$ cat src/rtl/bcd_scan_display.sv
// Scans a 12-digit packed BCD snapshot onto one seven-segment position per DWELL cycles.
// Optional leading-zero blanking is enabled by defining LZ_BLANK_EN.
module bcd_scan_display #(
  parameter int DWELL = 4
) (
  input  logic        i_clk,
  input  logic        i_rst,
  input  logic [47:0] i_digits,
  output logic [6:0]  o_seg,
  output logic        o_dp,
  output logic [3:0]  o_idx,
  output logic        o_frame
);

  typedef enum logic {LOAD, SHOW} state_t;

  localparam logic [7:0] DWELL_LAST = 8'(DWELL - 1);

  state_t      state, state_nx;
  logic [47:0] snap, snap_nx;
  logic [3:0]  idx, idx_nx;
  logic [7:0]  cnt, cnt_nx;
  logic [6:0]  seg_nx;
  logic        dp_nx;
  logic [3:0]  out_idx_nx;
  logic        frame_nx;
  logic [3:0]  cur_digit;
  logic [6:0]  glyph;
  logic        separator;
  logic        blanked;
`ifdef LZ_BLANK_EN
  logic        blank, blank_nx;
`endif

  always_comb begin
    cur_digit = 4'h0;
    for (int d = 0; d < 12; d++) begin
      if (idx == 4'(d)) cur_digit = snap[4*d +: 4];
    end
  end

  // Invalid BCD renders as a dash so a corrupted counter is visible.
  always_comb begin
    case (cur_digit)
      4'd0:    glyph = 7'h3F;
      4'd1:    glyph = 7'h06;
      4'd2:    glyph = 7'h5B;
      4'd3:    glyph = 7'h4F;
      4'd4:    glyph = 7'h66;
      4'd5:    glyph = 7'h6D;
      4'd6:    glyph = 7'h7D;
      4'd7:    glyph = 7'h07;
      4'd8:    glyph = 7'h7F;
      4'd9:    glyph = 7'h6F;
      default: glyph = 7'h40;
    endcase
  end

  assign separator = (idx == 4'd3) || (idx == 4'd6) || (idx == 4'd9);

  always_comb begin
    state_nx   = state;
    snap_nx    = snap;
    idx_nx     = idx;
    cnt_nx     = cnt;
    seg_nx     = 7'h00;
    dp_nx      = 1'b0;
    out_idx_nx = 4'hF;
    frame_nx   = 1'b0;
    blanked    = 1'b0;
`ifdef LZ_BLANK_EN
    blank_nx   = blank;
`endif
    case (state)
      LOAD: begin
        snap_nx  = i_digits;
        idx_nx   = 4'd11;
        cnt_nx   = 8'd0;
        frame_nx = 1'b1;
        state_nx = SHOW;
`ifdef LZ_BLANK_EN
        blank_nx = 1'b1;
`endif
      end
      SHOW: begin
`ifdef LZ_BLANK_EN
        // Flag only survives while every digit so far was zero; ones is never blanked.
        blanked  = blank && (cur_digit == 4'd0) && (idx != 4'd0);
        blank_nx = blank && (cur_digit == 4'd0);
`endif
        out_idx_nx = idx;
        seg_nx     = blanked ? 7'h00 : glyph;
        dp_nx      = !blanked && separator;
        if (cnt == DWELL_LAST) begin
          cnt_nx = 8'd0;
          if (idx == 4'd0) state_nx = LOAD;
          else             idx_nx   = idx - 4'd1;
        end else begin
          cnt_nx = cnt + 8'd1;
        end
      end
      default: state_nx = LOAD;
    endcase
  end

  always_ff @(posedge i_clk) begin
    if (i_rst) begin
      state   <= LOAD;
      snap    <= '0;
      idx     <= 4'd11;
      cnt     <= 8'd0;
      o_seg   <= 7'h00;
      o_dp    <= 1'b0;
      o_idx   <= 4'hF;
      o_frame <= 1'b0;
`ifdef LZ_BLANK_EN
      blank   <= 1'b1;
`endif
    end else begin
      state   <= state_nx;
      snap    <= snap_nx;
      idx     <= idx_nx;
      cnt     <= cnt_nx;
      o_seg   <= seg_nx;
      o_dp    <= dp_nx;
      o_idx   <= out_idx_nx;
      o_frame <= frame_nx;
`ifdef LZ_BLANK_EN
      blank   <= blank_nx;
`endif
    end
  end

endmodule

$ cat config.mk
export PLATFORM = sky130hd
export DESIGN_NAME = bcd_scan_display
export DESIGN_NICKNAME = d
export VERILOG_FILES = /design/src/rtl/bcd_scan_display.sv
export SDC_FILE = /design/constraint.sdc
export NUM_CORES = 1
export LEC_CHECK = 0
export CORE_ASPECT_RATIO = 0.8
export CORE_MARGIN = 5
export CORE_UTILIZATION = 50
export DETAILED_ROUTE_END_ITERATION = 12
export PLACE_DENSITY = 0.77
export SKIP_LAST_GASP = 1
export SLEW_MARGIN = 20
export SYNTH_ARGS = -nofsm -noshare
export SYNTH_HDL_FRONTEND = slang
export SYNTH_SLANG_ARGS = --single-unit
$ cat constraint.sdc
create_clock -name i_clk -period 3.21 [get_ports i_clk]
set_input_delay 0.321 -clock i_clk [delete_from_list [all_inputs] [get_ports i_clk]]
set_output_delay 0.321 -clock i_clk [all_outputs]
set_load 0.02 [all_outputs]
Yosys cells after proc, flatten, opt, wreduce, memory -nomap -nowiden:

Memories as Yosys holds them, arrays and structs flattened. A register that Yosys moved wholly into a read port is not among the register bits.
Index checks and enable logic that the tools add are counted.
W data, S select, Z words.

* ROM bits: 112
* memories: 1
* word-level logic and storage cells: 51
* output and inout bits: 13
* bits of input ports: 50
* register bits after elaboration: 67

* $add $sub $neg: 2
* mux-type cells: 21
* reduce and logical (&&, ||, !) cells: 5
* bitwise operators: 1
* equal/unequal tests: 14

Memory list
* (name not given): words 16, bits a word 7, rd ports 1, clocked after memory_dff 1, wr ports 0, line 44 `case (cur_digit)`

Operator list (count)
* $mux W4: 14
* $eq A4 B3 Y1 const B: 4
* $eq A4 B4 Y1 const B: 4
* $pmux W8 S2: 1
* $add A8 B1 Y8 const B: 1
* $eq A4 B2 Y1 const B: 2
* $eq A8 B2 Y1 const B: 1
* $mux W8: 1
* $pmux W4 S2: 1
* $eq A4 B1 Y1 const B: 1
* $logic_not A4 Y1: 1
* $sub A4 B1 Y4 const B: 1
* $mux W1: 3
* $logic_or A1 B1 Y1: 2
* $ne A2 B1 Y1 const B: 1
* $ne A2 B2 Y1 const B: 1
* $pmux W1 S2: 1
* $reduce_and A2 Y1: 1
* $reduce_or A2 Y1: 1
* $not A1 Y1: 1

Logic depth before layout (Yosys ltp):

Gate-level depths: netlist (run 1).

* depth in word-level cells: 13
* mapped depth: 14
* depth with buffers taken out: 12

Worst setup path after synthesis (run 1):

OpenSTA, ideal clock, no wires.

* path kind: register to register
* start: register idx[0]
* end: register o_seg[1]
* path slack: 803 ps
* library setup time: 71 ps
* buffers on the path: 1
* stages on the path, launching flop included: 13
* clock period less this slack: 2407 ps
* data arrival time: 2336 ps
* required time: 3139 ps
* path through: dfxtp_1 > inv_1 > ha_1 > clkbuf_1 > nand2_1 > o21ai_0 > a21oi_1 > o22a_1 > a21o_1 > a32o_1 > ha_1 > nand2b_1 > a21oi_1

* cells in the longest elaborated chain, start to end: 13
* elaborated cells on any way between the ends: 24
* those cells by class: 11 x eq/ne; 12 x mux; 1 x reduce/logical

Ends and longest elaborated chain
* from (decl): line 21 `logic [3:0] idx, idx_nx;`
* from (signal assigned): line 122 `idx <= idx_nx;`
* $logic_not A4 Y1: line 38 `if (idx == 4'(d)) cur_digit = snap[4*d +: 4];`
* $mux W4 (11 in a row): line 38
* $mux W4 (*): line 38
* to (decl): line 9 `output logic [6:0] o_seg,`

Every way passes the cells marked *; elsewhere a longest branch is shown, timed or not.
A chain may end at the register's enable or synchronous reset.

Worst setup path after layout (run 1):

* start: register idx[0]
* end: register o_seg[0]

The elaborated chain is that of the path after synthesis.

==> results of run 1 <==
## registers in the layout, summed over array words and instances, names as in the netlist
name     cells
cnt          8
idx          4
o_dp         1
o_frame      1
o_idx        4
o_seg        7
snap        48
state        1
## cells by family (layout without fill, tap and decap cells)
group / count (synthesis) / in the layout / synth area share (%)
multiplexers: 50 / 50 / 14.66
AND/OR/NAND/NOR: 149 / 149 / 19.45
adder cells (fa/ha/maj): 11 / 11 / 4.022
AO/OA/AOI/OAI: 60 / 60 / 11.99
buffers and inverters: 33 / 91 / 4.278
XOR/XNOR: 9 / 9 / 2.303
flip-flops: 74 / 74 / 43.29
## per-stage QoR
step | cells | utilization [%] | cell area (um^2) | hold WS (ns) | power, mW
after floorplan | 386 | - | 3422 | 0.4373 | 1.133
after detailed placement | 515 | 60.24 | 4070 | 0.4802 | 1.241
after global routing | 531 | 63.48 | 4289 | 0.5295 | 2.094
after CTS | 531 | 63.48 | 4289 | 0.4953 | 2.028
after global placement | 515 | 60.24 | 4070 | 0.4672 | 1.236
final | 531 | 63.48 | 4289 | 0.4951 | 2.009
## cells in the final DEF (no fill, tap or decap), types with 8 or more instances in the layout
| cell type | instances |
|---|---|
| a21oi_1 | 19 |
| clkbuf_8 | 10 |
| clkdlybuf4s50_1 | 62 |
| dfxtp_1 | 73 |
| ha_1 | 11 |
| inv_1 | 9 |
| mux2i_1 | 49 |
| nand2_1 | 31 |
| nand2b_1 | 8 |
| nand3_1 | 10 |
| nor2_1 | 74 |
| nor2b_1 | 10 |
| o21ai_0 | 8 |
## per-layer routing
layer | global-route usage [%] | up-vias | part of all wire, %
met2 | 29.25 | 99 | 44
li1 | - | 1435 | -
met4 | 4.887 | 0 | 0.88
met3 | 6.600 | 7 | 8.4
met1 | 28.69 | 1363 | 47
met5 | 0 | - | 0
## power by group through the flow
stage                     clock network (mW)  registers [mW]  logic [mW]
after floorplan                            0            1.01       0.122
after global placement                     0            1.02       0.218
after detailed placement                   0            1.02       0.222
after CTS                              0.805           0.998       0.224
after global routing                   0.845            1.00       0.246
final                                  0.787           0.999       0.223
## worst reg2reg max path, delay by kind of cell (launching register included)
family,cells,cell delay (ns)
compound gates,4,1.01
flops,1,0.34
mux,1,0.41
simple gates,1,0.25
buf+inv,1,0.14
fa+ha+maj,1,0.67
## how the worst min path moves through the flow
| stage | from | end | depth (start not counted) |
|---|---|---|---|
| 5_1_grt | cnt[0] | cnt[0] | 1 |
| 3_3_place_gp | cnt[0] | cnt[0] | 1 |
| 6_report | cnt[0] | cnt[0] | 1 |
| 3_5_place_dp | cnt[0] | cnt[0] | 1 |
| 4_1_cts | cnt[0] | cnt[0] | 1 |
| 2_1_floorplan | cnt[0] | cnt[0] | 1 |
## cell type report
cell class,instances,area [um^2],area share [%]
Inverter,9,33.78,0.7876
Clock inverter,5,77.57,1.809
Clock buffer,11,141.4,3.296
Tap cell,87,108.9,2.538
Sequential cell,74,1483,34.57
Multi-Input combinational cell,279,1794,41.83
Timing Repair Buffer,66,650.6,15.17
==> out/results.ini, run 1 <==
[setup_path]
start_kind=register
r2r-end=o_seg[0]
critical_path_cell_count=8
endpoint=o_seg[0]
reg2regPathDepth=8
critPathMaxStageDelay_ns=0.67
path_max_fanout=22
cp_slowest_cell=ha_1
path_buf_inv=1
worstSetupEndpointType=register
worstSetupPathType=register to register
worstPathRequired_ns=3.48
critical_path_arrival_ns=3.18
startpoint=idx[0]
r2r_slack_ns=0.30
cp_cell_sequence=inv_1 > ha_1 > nor2b_1 > a2111oi_2 > a311oi_1 > o32a_1 > mux2_2 > o22ai_1
r2r-start=idx[0]
crit_family=compound AO/OA/AOI/OAI gates

[yosys]
yosys-top-cells-count=74 x dfxtp_1, 74 x nor2_1, 49 x mux2i_1, 31 x nand2_1, 19 x a21oi_1
ys.flop_type=dfxtp_1
synthCells=386
synth_edf_count=0
syn-num-nets=447
yosysSeqAreaShare_pct=43.29
syn_avg_cell_area_um2=8.865
yosys.area.top_type=dfxtp_1
yosysUniqueCellTypes=46
ys_seq_elements=74
netlist_top_cells_area=dfxtp_1 43%, mux2i_1 14%, nor2_1 8.1%, ha_1 4.0%, nand2_1 3.4%
synth-async-reset-ratio_pct=0
synth.cell_area_um2=3422
yosysTopAreaCellShare_pct=43.29
ys_warn_count=0

[grt]
antenna_found_initial=0
grtUsageTotal_pct=20.14
grt_pass1_vias=2780
overflow=0
grt_max_degree=41
grt_pass1_wl_mm=13.77

[routing]
route.detailed.drc=0
drt-pass1-iter-count=4
wl_mm=8.174
num_vias=2904
vias_per_cell=5.469
drt-initial-drc-count=177
ant_nets=0
wl_per_cell_um=15.39

[timing]
finalMaxSlewViolations=0
fin_tns_setup_ns=0
post-route-period-util_pct=90.51
setup_viol=0
max_freq_mhz=344.2
max-slew-margin-rel_pct=49.86
rsz0062_at_grt=false
worst_slack_ns=0.3046
min_period_ns=2.905
hold_viol=0
fin_skew_ns=0.006024
worst_pin_slew_ns=0.7520

[floorplan]
dieArea_um2=8609
die_w_um=102.5
die-height_um=84.00
coreArea_um2=6756
io_pins=63
fp-row-count=27
initial_core_util_pct=50.65

[power_and_ir_drop]
p_int_mw=1.546
power.share.sequential_pct=49.7
power_leakage_nw=1.776
clkPwrFrac_pct=39.2
power.share.combinational_pct=11.1
ir_drop_mv=0.3166
switching_share_pct=23.03
cellPowerDensity_nw_per_um2=468.4
p_switching_mw=0.4627

[clock_tree]
cts_buffer_depth=2
htreeDepth=3
postCtsSetupBuffers=0
cts_buffers=9
cts_sinks=74
cts_root_buf=clkbuf_8
ctsHoldBuffers=0
ctsResizeCount=0
worstSkewPairLatency_ns=0.35
clkTransAtPathRegs_ns=0.07
cts_tree=yes

[final_layout]
areaGrowthSynthToFinish_pct=25.34
drive_gt1_share_pct=5.631
fin_nets=500
fillers=562
n_antenna_cell=0

[placement]
dp_hpwl_mm=6.015
dpl_worst_slack_ns=0.3631
io_buffers=62
gp_routability_congestion=0.9341

[worst_hold_path]
min_path_type=register to register

[run]
drv_cap=0

[run_status]
status=finished, final reports clean

No activity file was read; power rests on OpenSTA's default activity.
==> inputs of run 2 (changes only) <==
CORE_UTILIZATION = 52   (was 50)
PLACE_DENSITY = 0.83   (was 0.77)
==> run 2 against run 1 <==
Global-route usage grew 0.23 points. Non-clock buffer count shrank 1. Setup slack lost 0.023 ns. Sequential power is essentially flat. Critical path type unchanged. Critical endpoint unchanged.
==> out/results.ini, run 2 (synthesis gave the netlist of run 1 again) <==
[run_status]
status=finished, final reports clean

[setup_path]
start_kind=register
path_buf_inv=1  ; unchanged
worstSetupEndpointType=register
worstPathRequired_ns=3.48  ; about the same
critPathMaxStageDelay_ns=0.63  ; -0.04 ns
cp_slowest_cell=ha_1
startpoint=idx[1]
path_max_fanout=23  ; +4.5%
reg2regPathDepth=8  ; unchanged
worstSetupPathType=register to register
critical_path_arrival_ns=3.19  ; about the same
r2r-end=o_seg[0]
critical_path_cell_count=8  ; unchanged
crit_family=compound AO/OA/AOI/OAI gates
r2r_slack_ns=0.28  ; -0.02 ns
r2r-start=idx[1]
endpoint=o_seg[0]
cp_cell_sequence=inv_1 > ha_1 > a21oi_1 > a2111oi_2 > a311oi_1 > o32a_1 > mux2_2 > o22ai_1

[timing]
post-route-period-util_pct=91.22  ; +0.71 points
setup_viol=0  ; unchanged
max-slew-margin-rel_pct=41.24  ; -8.6 points
fin_skew_ns=0.006112  ; +0.00008854 ns
finalMaxSlewViolations=0  ; unchanged
hold_viol=0  ; unchanged
max_freq_mhz=341.5  ; -0.78%
rsz0062_at_grt=false
min_period_ns=2.928  ; +0.02270 ns
fin_tns_setup_ns=0  ; unchanged
worst_pin_slew_ns=0.8796  ; +0.1275 ns

[worst_hold_path]
hp-start=cnt[0]
min_path_type=register to register

[clock_tree]
worstSkewPairLatency_ns=0.35  ; about the same
cts_buffers=9  ; unchanged
cts_tree=yes
cts_buffer_depth=2  ; unchanged
htreeDepth=3  ; unchanged
cts_sinks=74  ; unchanged
cts_root_buf=clkbuf_8
ctsResizeCount=0  ; unchanged
ctsHoldBuffers=0  ; unchanged
postCtsSetupBuffers=0  ; unchanged
clkTransAtPathRegs_ns=0.07  ; about the same

[final_layout]
largest_reg_flops=48  ; unchanged
reg_top3=snap x48, cnt x8, o_seg x7
registers.top_by_ff_count=snap
areaGrowthSynthToFinish_pct=25.45  ; about the same
final_common_cell=nor2_1
n_antenna_cell=0  ; unchanged
fin_nets=499  ; -0.20%
drive_gt1_share_pct=5.192  ; -0.44 points
mostFrequentLayoutCells=74 x nor2_1, 73 x dfxtp_1, 62 x clkdlybuf4s50_1, 49 x mux2i_1, 31 x nand2_1
final_cells=527  ; -0.75%

[power_and_ir_drop]
p_int_mw=1.605  ; +3.8%
p_switching_mw=0.4543  ; -1.8%
power.share.combinational_pct=10.9  ; -0.2 points
power.share.sequential_pct=48.5  ; -1.2 points
ir_drop_mv=0.3019  ; -4.7%
power_leakage_nw=1.776  ; about the same
clkPwrFrac_pct=40.6  ; +1.4 points
switching_share_pct=22.06  ; -0.97 points
cellPowerDensity_nw_per_um2=479.7  ; +2.4%

[placement]
dp_cells=511  ; -0.78%
io_buffers=62  ; unchanged
dp_hpwl_mm=5.830  ; -3.1%
gp_routability_congestion=0.8930  ; -4.4%

[routing]
drt-initial-drc-count=204  ; +15%
drt-pass1-iter-count=5  ; +1
vias_per_cell=5.419  ; -0.91%
num_vias=2856  ; -1.7%
route.detailed.drc=0  ; unchanged
wl_mm=8.026  ; -1.8%
wl_per_cell_um=15.23  ; -1.1%
ant_nets=0  ; unchanged

[grt]
grt_pass1_wl_mm=13.21  ; -4.0%
overflow=0  ; unchanged
grt_pass1_vias=2750  ; -1.1%
grtUsageMet3_pct=5.542  ; -1.1 points
met2_usage_pct=33.11  ; +3.9 points
grtUsageMet1_pct=26.75  ; -1.9 points
grtUsageTotal_pct=20.37  ; +0.23 points
antenna_found_initial=0  ; unchanged
grt_max_degree=52  ; +27%
busiest_layer=met2

[floorplan]
fp-row-count=26  ; -3.7%
io_pins=63  ; unchanged
coreArea_um2=6409  ; -5.1%
die_w_um=100.7  ; -1.8%
die-height_um=82.56  ; -1.7%
dieArea_um2=8313  ; -3.4%
initial_core_util_pct=53.40  ; +2.7 points

[run]
drv_cap=0  ; unchanged

## run 2: metal layers
metal	vias up	share of wire, %	wire length, um
met5	-	0	0
li1	1434	-	-
met3	7	5.7	457
met4	0	0.92	74
met1	1326	47	3806
met2	89	46	3688
## run 2: worst min-delay path by stage
stage               endpoint  cells past startpoint
global placement      cnt[0]                      1
CTS                 snap[24]                      2
floorplan             cnt[0]                      1
detailed placement  snap[24]                      2
global route        snap[23]                      2
finish                cnt[0]                      1
## run 2: per-stage QoR
step	power, mW	hold slack (ns)	setup slack (ns)	util, %	cell area [um^2]
3_3_place_gp	1.233	0.4698	0.5002	63.33	4059
4_1_cts	2.076	0.5071	0.2662	66.99	4293
6_report	2.059	0.4996	0.2819	66.99	4293
3_5_place_dp	1.241	0.4869	0.3212	63.33	4059
2_1_floorplan	1.133	0.4373	0.8031	-	3422
5_1_grt	2.145	0.5335	0.02024	66.99	4293
## run 2: layout make-up
class,instances,area [um^2]
fill,536,2116
multi-input combinational,279,1794
sequential,74,1483
timing repair buffer,65,643.1
clock buffer,11,131.4
tap,84,105.1
clock inverter,5,102.6
inverter,9,33.78
## run 2: power by group through the flow
stage	sequential (mW)	clock, mW	combinational, mW
2_1_floorplan	1.01	0	0.122
3_3_place_gp	1.02	0	0.215
3_5_place_dp	1.02	0	0.222
4_1_cts	0.999	0.853	0.224
5_1_grt	1.00	0.897	0.244
6_report	0.999	0.837	0.223
## run 2: worst register-to-register path, stage by stage (launching register included)
cell and delay, ns:
dfxtp_1 0.35, inv_1 0.12, ha_1 0.63, a21oi_1 0.20
a2111oi_2 0.40, a311oi_1 0.09, o32a_1 0.52, mux2_2 0.36
o22ai_1 0.18
